## config.mk

```make
export PLATFORM = sky130hd
export DESIGN_NAME = sram_wr_ctrl_flat
export DESIGN_NICKNAME = d
export VERILOG_FILES = /design/src/rtl/sram_wr_pkg.sv /design/src/rtl/sram_wr_ctrl_if.sv /design/src/rtl/sram_wr_fifo.sv /design/src/rtl/sram_wr_ctrl.sv /design/src/flat_wrapper.sv
export SDC_FILE = /design/constraint.sdc
export NUM_CORES = 1
export LEC_CHECK = 0
export ABC_AREA = 1
export CORE_MARGIN = 2
export CORE_UTILIZATION = 56
export CTS_CLUSTER_SIZE = 28
export DETAILED_ROUTE_END_ITERATION = 16
export MAX_ROUTING_LAYER = met4
export PLACE_DENSITY = 0.85
export SLEW_MARGIN = 20
export SYNTH_ARGS = -nofsm -noshare
export SYNTH_HDL_FRONTEND = slang
export SYNTH_SLANG_ARGS = --single-unit
export TNS_END_PERCENT = 20
```

## constraint.sdc

```tcl
create_clock -name clk -period 7.1 [get_ports clk]
set_clock_uncertainty 0.1 [all_clocks]
set_input_delay 1.42 -clock clk [delete_from_list [all_inputs] [get_ports clk]]
set_output_delay 1.42 -clock clk [all_outputs]
set_load 0.005 [all_outputs]
```

## src/rtl/sram_wr_pkg.sv

```systemverilog
// Shared types, default timing constants and the lane-select helper for the
// SRAM write-sequencing stage.
package sram_wr_pkg;

    // Default geometry and strobe timing
    localparam int DW_DEF        = 16;
    localparam int AW_DEF        = 3;
    localparam int DEPTH_DEF     = 4;
    localparam int SETUP_CYC_DEF = 1;
    localparam int PULSE_CYC_DEF = 2;

    // Widest lane address / select vector the helper supports
    localparam int MAX_AW  = 8;
    localparam int SEL_MAX = 256;

    typedef enum logic [1:0] {
        IDLE,
        SETUP,
        STROBE,
        HOLD
    } wr_state_e;

    // Repeats the aw-bit lane address across the whole select vector; the
    // caller keeps the low DW*AW bits (one field per data bit).
    function automatic logic [SEL_MAX-1:0] replicate_lane(input logic [MAX_AW-1:0] lane,
                                                          input int aw);
        logic [SEL_MAX-1:0] r;
        r = '0;
        for (int b = 0; b < SEL_MAX; b++) begin
            r[b] = lane[b % aw];
        end
        return r;
    endfunction

endpackage

```

## src/rtl/sram_wr_ctrl_if.sv

```systemverilog
// Word-write request handshake between a requester and the write controller.
interface sram_wr_ctrl_if #(
    parameter int DW = 16,
    parameter int AW = 3
) ();
    logic          req_valid;
    logic          req_ready;
    logic [AW-1:0] req_addr;
    logic [DW-1:0] req_data;

    modport master (
        output req_valid,
        output req_addr,
        output req_data,
        input  req_ready
    );

    modport slave (
        input  req_valid,
        input  req_addr,
        input  req_data,
        output req_ready
    );
endinterface

```

## src/rtl/sram_wr_fifo.sv

```systemverilog
// Small synchronous request FIFO with first-word fall-through read data.
module sram_wr_fifo #(
    parameter int W     = 19,
    parameter int DEPTH = 4
) (
    input  logic                   clk,
    input  logic                   rst_n,
    input  logic                   push,
    input  logic [W-1:0]           wdata,
    input  logic                   pop,
    output logic [W-1:0]           rdata,
    output logic                   full,
    output logic                   empty,
    output logic [$clog2(DEPTH):0] count
);
    localparam int PW = $clog2(DEPTH);
    localparam int CW = PW + 1;

    logic [W-1:0]  mem [DEPTH];
    logic [PW-1:0] wr_ptr;
    logic [PW-1:0] rd_ptr;
    logic          push_ok;
    logic          pop_ok;

    assign full    = (count == CW'(DEPTH));
    assign empty   = (count == '0);
    assign push_ok = push & ~full;
    assign pop_ok  = pop & ~empty;
    assign rdata   = mem[rd_ptr];

    // Storage write
    // NOTE: the data array has no reset; only pointers and count define validity.
    always_ff @(posedge clk) begin
        if (push_ok) begin
            mem[wr_ptr] <= wdata;
        end
    end

    // Pointer and occupancy tracking; pointers wrap naturally at DEPTH
    // NOTE: state registers use non-blocking assignments so every flop samples pre-edge values.
    always_ff @(posedge clk or negedge rst_n) begin
        if (!rst_n) begin
            wr_ptr <= '0;
            rd_ptr <= '0;
            count  <= '0;
        end else begin
            if (push_ok) wr_ptr <= wr_ptr + PW'(1);
            if (pop_ok)  rd_ptr <= rd_ptr + PW'(1);
            case ({push_ok, pop_ok})
                2'b10:   count <= count + CW'(1);
                2'b01:   count <= count - CW'(1);
                default: count <= count;
            endcase
        end
    end

endmodule

```

## src/rtl/sram_wr_ctrl.sv

```systemverilog
// Write sequencer feeding the 16-bit lane demux: buffers requests, presents
// lane select and data, then fires a timed one-hot write-enable strobe.
module sram_wr_ctrl
    import sram_wr_pkg::*;
#(
    parameter int DW        = DW_DEF,
    parameter int AW        = AW_DEF,
    parameter int DEPTH     = DEPTH_DEF,
    parameter int SETUP_CYC = SETUP_CYC_DEF,
    parameter int PULSE_CYC = PULSE_CYC_DEF
) (
    input  logic                clk,
    input  logic                rst_n,
    sram_wr_ctrl_if.slave       req_bus,
    output logic [DW*AW-1:0]    sel,
    output logic [DW-1:0]       din,
    output logic [2**AW-1:0]    we,
    output logic                busy,
    output logic                done
);
    localparam int NL      = 2**AW;
    localparam int SELW    = DW * AW;
    localparam int FW      = AW + DW;
    localparam int MAX_CYC = (SETUP_CYC > PULSE_CYC) ? SETUP_CYC : PULSE_CYC;
    localparam int CW      = $clog2(MAX_CYC + 1);

    wr_state_e               state;
    wr_state_e               state_nx;
    logic [CW-1:0]           cnt;
    logic [CW-1:0]           cnt_nx;
    logic                    pop;
    logic                    push;
    logic [AW-1:0]           lane;
    logic [NL-1:0]           lane_oh;
    logic [FW-1:0]           fifo_rdata;
    logic                    fifo_full;
    logic                    fifo_empty;
    logic [$clog2(DEPTH):0]  fifo_count;

    assign req_bus.req_ready = ~fifo_full;
    assign push              = req_bus.req_valid & ~fifo_full;
    assign busy              = (state != IDLE) || (fifo_count != '0);
    assign lane_oh           = NL'(1) << lane;

    sram_wr_fifo #(
        .W     (FW),
        .DEPTH (DEPTH)
    ) u_fifo (
        .clk   (clk),
        .rst_n (rst_n),
        .push  (push),
        .wdata ({req_bus.req_addr, req_bus.req_data}),
        .pop   (pop),
        .rdata (fifo_rdata),
        .full  (fifo_full),
        .empty (fifo_empty),
        .count (fifo_count)
    );

    // Demux select: every per-bit field carries the current lane
    always_comb begin
        sel = SELW'(replicate_lane(MAX_AW'(lane), AW));
    end

    // Next-state, timing counter and pop decision
    // NOTE: every output of this block gets a default first, so no latch can be inferred.
    always_comb begin
        state_nx = state;
        cnt_nx   = cnt;
        pop      = 1'b0;
        case (state)
            IDLE: begin
                if (!fifo_empty) begin
                    pop      = 1'b1;
                    cnt_nx   = '0;
                    state_nx = SETUP;
                end
            end
            SETUP: begin
                if (cnt == CW'(SETUP_CYC - 1)) begin
                    cnt_nx   = '0;
                    state_nx = STROBE;
                end else begin
                    cnt_nx = cnt + CW'(1);
                end
            end
            STROBE: begin
                if (cnt == CW'(PULSE_CYC - 1)) begin
                    cnt_nx   = '0;
                    state_nx = HOLD;
                end else begin
                    cnt_nx = cnt + CW'(1);
                end
            end
            HOLD: begin
                cnt_nx = '0;
                if (!fifo_empty) begin
                    pop      = 1'b1;
                    state_nx = SETUP;
                end else begin
                    state_nx = IDLE;
                end
            end
            default: begin
                cnt_nx   = '0;
                state_nx = IDLE;
            end
        endcase
    end

    // State, lane/data capture on pop, and registered strobe/done outputs
    always_ff @(posedge clk or negedge rst_n) begin
        if (!rst_n) begin
            state <= IDLE;
            cnt   <= '0;
            lane  <= '0;
            din   <= '0;
            we    <= '0;
            done  <= 1'b0;
        end else begin
            state <= state_nx;
            cnt   <= cnt_nx;
            if (pop) begin
                {lane, din} <= fifo_rdata;
            end
            we   <= (state_nx == STROBE) ? lane_oh : '0;
            done <= (state_nx == HOLD);
        end
    end

endmodule

```

## src/flat_wrapper.sv

```systemverilog
// flat-port wrapper written by rule: the top's interface ports become plain ports
module sram_wr_ctrl_flat import sram_wr_pkg::*;
#(
    parameter int DW        = DW_DEF,
    parameter int AW        = AW_DEF,
    parameter int DEPTH     = DEPTH_DEF,
    parameter int SETUP_CYC = SETUP_CYC_DEF,
    parameter int PULSE_CYC = PULSE_CYC_DEF
)
  (clk, rst_n, sel, din, we, busy, done, req_bus_req_valid, req_bus_req_addr, req_bus_req_data, req_bus_req_ready);
  sram_wr_ctrl_if #(.DW(DW), .AW(AW)) req_bus_i ();
  input  logic clk;
  input  logic rst_n;
  output logic [DW*AW-1:0] sel;
  output logic [DW-1:0] din;
  output logic [2**AW-1:0] we;
  output logic busy;
  output logic done;
  input wire logic [$bits(req_bus_i.req_valid)-1:0] req_bus_req_valid;
  input wire logic [$bits(req_bus_i.req_addr)-1:0] req_bus_req_addr;
  input wire logic [$bits(req_bus_i.req_data)-1:0] req_bus_req_data;
  output wire logic [$bits(req_bus_i.req_ready)-1:0] req_bus_req_ready;
  assign req_bus_i.req_valid = req_bus_req_valid;
  assign req_bus_i.req_addr = req_bus_req_addr;
  assign req_bus_i.req_data = req_bus_req_data;
  assign req_bus_req_ready = req_bus_i.req_ready;
  sram_wr_ctrl #(.DW(DW), .AW(AW), .DEPTH(DEPTH), .SETUP_CYC(SETUP_CYC), .PULSE_CYC(PULSE_CYC)) u_core (.clk(clk), .rst_n(rst_n), .req_bus(req_bus_i), .sel(sel), .din(din), .we(we), .busy(busy), .done(done));
endmodule
```

==> results.ini <==
[routing]
drc = 0
routed_wl_um = 9510
wl_per_cell_um = 15.8
ant_nets = 0
viasPerCell = 5.25
first_iter_violations = 263
drt_pass1_iterations = 4
vias = 3165

[cts]
path_clk_slew_ns = 0.06
cts-htree-levels = 4
tritoncts = yes
worstSkewPairLatency_ns = 0.49
clockRootBuffer = clkbuf_8
cts_buffers = 17
post_cts_buffers = 0
cts.sink_count = 115
cts.repair.resized = 0
ctsHoldBuffers = 0
cts_buffer_depth = 2

[floorplan]
core_um2 = 8680
num_rows = 34
initial_core_util_pct = 57.4
die_x_um = 98.3
ioPinCount = 97
dieArea_um2 = 9660
die-height_um = 98.3

[synth]
synth.cell_area_um2 = 4980
synth_seq_cells = 115
synth_cell_types = 30
synth_warnings = 0
synthTopCellsByArea = edfxtp_1 46%, dfrtp_1 20%, buf_4 7.4%
yosysTopAreaCell = edfxtp_1
synth_cells = 427
synth_top_area_share_pct = 45.8
syn-num-nets = 464
syn_area_per_cell_um2 = 11.7
seq_area_frac_synth_pct = 65.4

[power_and_ir_drop]
internal_power_uw = 1990
vdd_drop_max_v = 0.000242
powerDensity_nw_per_um2 = 489
swShare_pct = 34.5
p_leak_uw = 0.00238
p_switching_uw = 1050
clockPowerShare_pct = 25.7
p_total_uw = 3040
combPwrFrac_pct = 39.7
seqPwrFrac_pct = 34.6

[sta]
maxSlewViolCount = 0
slew_headroom_pct = 27.9
period_share_pct = 48.4
period_needed_ns = 3.44
finalSetupTns_ns = 0
worstMarginPinSlew_ns = 1.08
hold_violations = 0
fmaxAchievable_ghz = 0.291
finalSetupViolations = 0
rsz0062_at_grt = no

[place]
numPortBuffers = 96
dp_hpwl_um = 5790
gp_congestion = 0.733

[global_routing]
antenna_found_initial = 0
grt_usage_pct = 21.6
grt_max_degree = 41
grt_pass1_vias = 3173
grt-ovfl-total = 0
grt_pass1_wl_um = 15500

[run]
maxCapViolations = 0

[final_layout]
syn_to_final_growth_pct = 24.8
nets = 520
drive_gt1_share_pct = 10.5
n_antenna_cell = 0
final_core_util_pct = 71.7
nFillCells = 582

[critical_path]
max_stage_delay_ns = 0.53
crit_required_ns = 5.58
path_depth = 4
worst-path-buf-inv = 2
crit_chain = inv_1, ha_1, nand3_1, clkdlybuf4s50_1
crit_slowest_cell = clkdlybuf4s50_1
rr_worst_depth = 11
cp_max_fo = 5
cp-start-kind = flop
end_kind = output port
crit_family = buffers and inverters
path_class = reg -> out
arrival_ns = 1.92

[status]
status = finished, final reports clean

[worst_hold_path]
holdPathStages = 2
worstHoldPathType = reg -> reg

[cell families after synthesis]
logic type,count (synthesis),share of synthesized area (%)
buf+inv,86,10.5
xor+xnor,4,0.703
flops,115,65.4
fa+ha+maj,15,3.92
compound gates,70,7.71
simple gates,137,11.8
[Yosys cell counts]
cell type  count
nand3b_1       1
nand2_1       13
o22ai_1        4
nand2_2        2
nand2_4        1
dfrtp_1       39
nand3_1       11
inv_2          4
o21bai_1       1
a22oi_1        1
edfxtp_1      76
buf_4         49
o21ai_1       11
buf_2          7
o21ai_0       34
a22o_1         1
nand3_2        1
nor2_2         8
fa_1           1
clkbuf_1       2
a31oi_1       16
nor2_4         2
ha_1          14
xor2_1         3
inv_1         22
buf_1          1
a21oi_1        2
buf_6          1
xnor2_1        1
nor2_1        98
[cell type report]
cell class	count	area [µm²]	share of cell area, %
clock buffer	21	439	7.06
clock inverter	10	110	1.77
inverter	26	97.6	1.57
multi-input combinational	226	1210	19.5
sequential	115	3260	52.4
tap	108	135	2.17
timing repair buffer	97	963	15.5
[cell usage in the layout (no fill, tap or decap), drive strengths merged]
cell	instances
nor2	108
a21oi	2
inv	26
a31oi	16
nand2	16
edfxtp	76
xor2	3
bufinv	2
clkbuf	21
xnor2	1
o21bai	1
nand3b	1
nand3	12
clkinv	4
buf	2
a22o	1
o21ai	45
dfrtp	39
a22oi	1
ha	14
o22ai	4
clkdlybuf4s50	95
fa	1
clkinvlp	4
[path summary, 6_finish.rpt]
check | from | to | slack, ns
worst max-delay path | u_core.state[0]$_DFF_PN0_ | busy | 3.66
worst min-delay path | u_core.u_fifo.mem[1][4]$_DFFE_PP_ | u_core.din[4]$_DFFE_PN0P_ | 0.44
worst max register to register | u_core.state[0]$_DFF_PN0_ | u_core.u_fifo.count[2]$_DFFE_PN0P_ | 4.25
worst min register to register | u_core.u_fifo.mem[1][4]$_DFFE_PP_ | u_core.din[4]$_DFFE_PN0P_ | 0.44
max in group asynchronous | rst_n | u_core.we[1]$_DFF_PN0_ | 5.39
min in group asynchronous | rst_n | u_core.cnt[1]$_DFFE_PN0P_ | 0.95
[power groups by stage]
stage | Clock (µW) | Sequential, µW | Combinational (µW)
3_5_place_dp | 0 | 1070 | 1200
3_3_place_gp | 0 | 1050 | 1160
6_report | 780 | 1050 | 1210
2_1_floorplan | 0 | 1030 | 861
4_1_cts | 791 | 1050 | 1220
5_1_grt | 822 | 1080 | 1350
[state kept, by name, indices dropped and copies added (netlist names)]
name / flops
u_core.cnt: 2
u_core.din: 16
u_core.done: 1
u_core.lane: 3
u_core.state: 2
u_core.u_fifo.count: 3
u_core.u_fifo.mem: 76
u_core.u_fifo.rd_ptr: 2
u_core.u_fifo.wr_ptr: 2
u_core.we: 8
[worst register-to-register path, stage by stage, from the launching register on]
cell	delay, ns
dfrtp_1	0.40
inv_1	0.13
ha_1	0.35
inv_1	0.07
nand2_1	0.07
inv_2	0.50
ha_1	0.27
inv_1	0.07
fa_1	0.37
a21oi_1	0.14
o21ai_0	0.11
xor2_1	0.15
[per-stage QoR]
step	std cells	hold WS (ns)	setup slack [ns]	cell area, µm²
after floorplan	427	0.397	4.25	4980
after global placement	572	0.418	3.73	5660
after detailed placement	572	0.430	3.65	5660
after CTS	603	0.449	3.63	6210
after global routing	603	0.474	3.52	6220
final	603	0.444	3.66	6220
[layer usage]
layer	routed length (µm)	track usage (%)	share of wire, %	vias to the layer above
li1	-	-	-	1517
met1	3610	23.3	38	1523
met2	5220	38.2	55	117
met3	613	6.23	6.4	8
met4	72	7.38	0.76	0
met5	0	-	0	-
No activity file was read; power rests on OpenSTA's default activity.
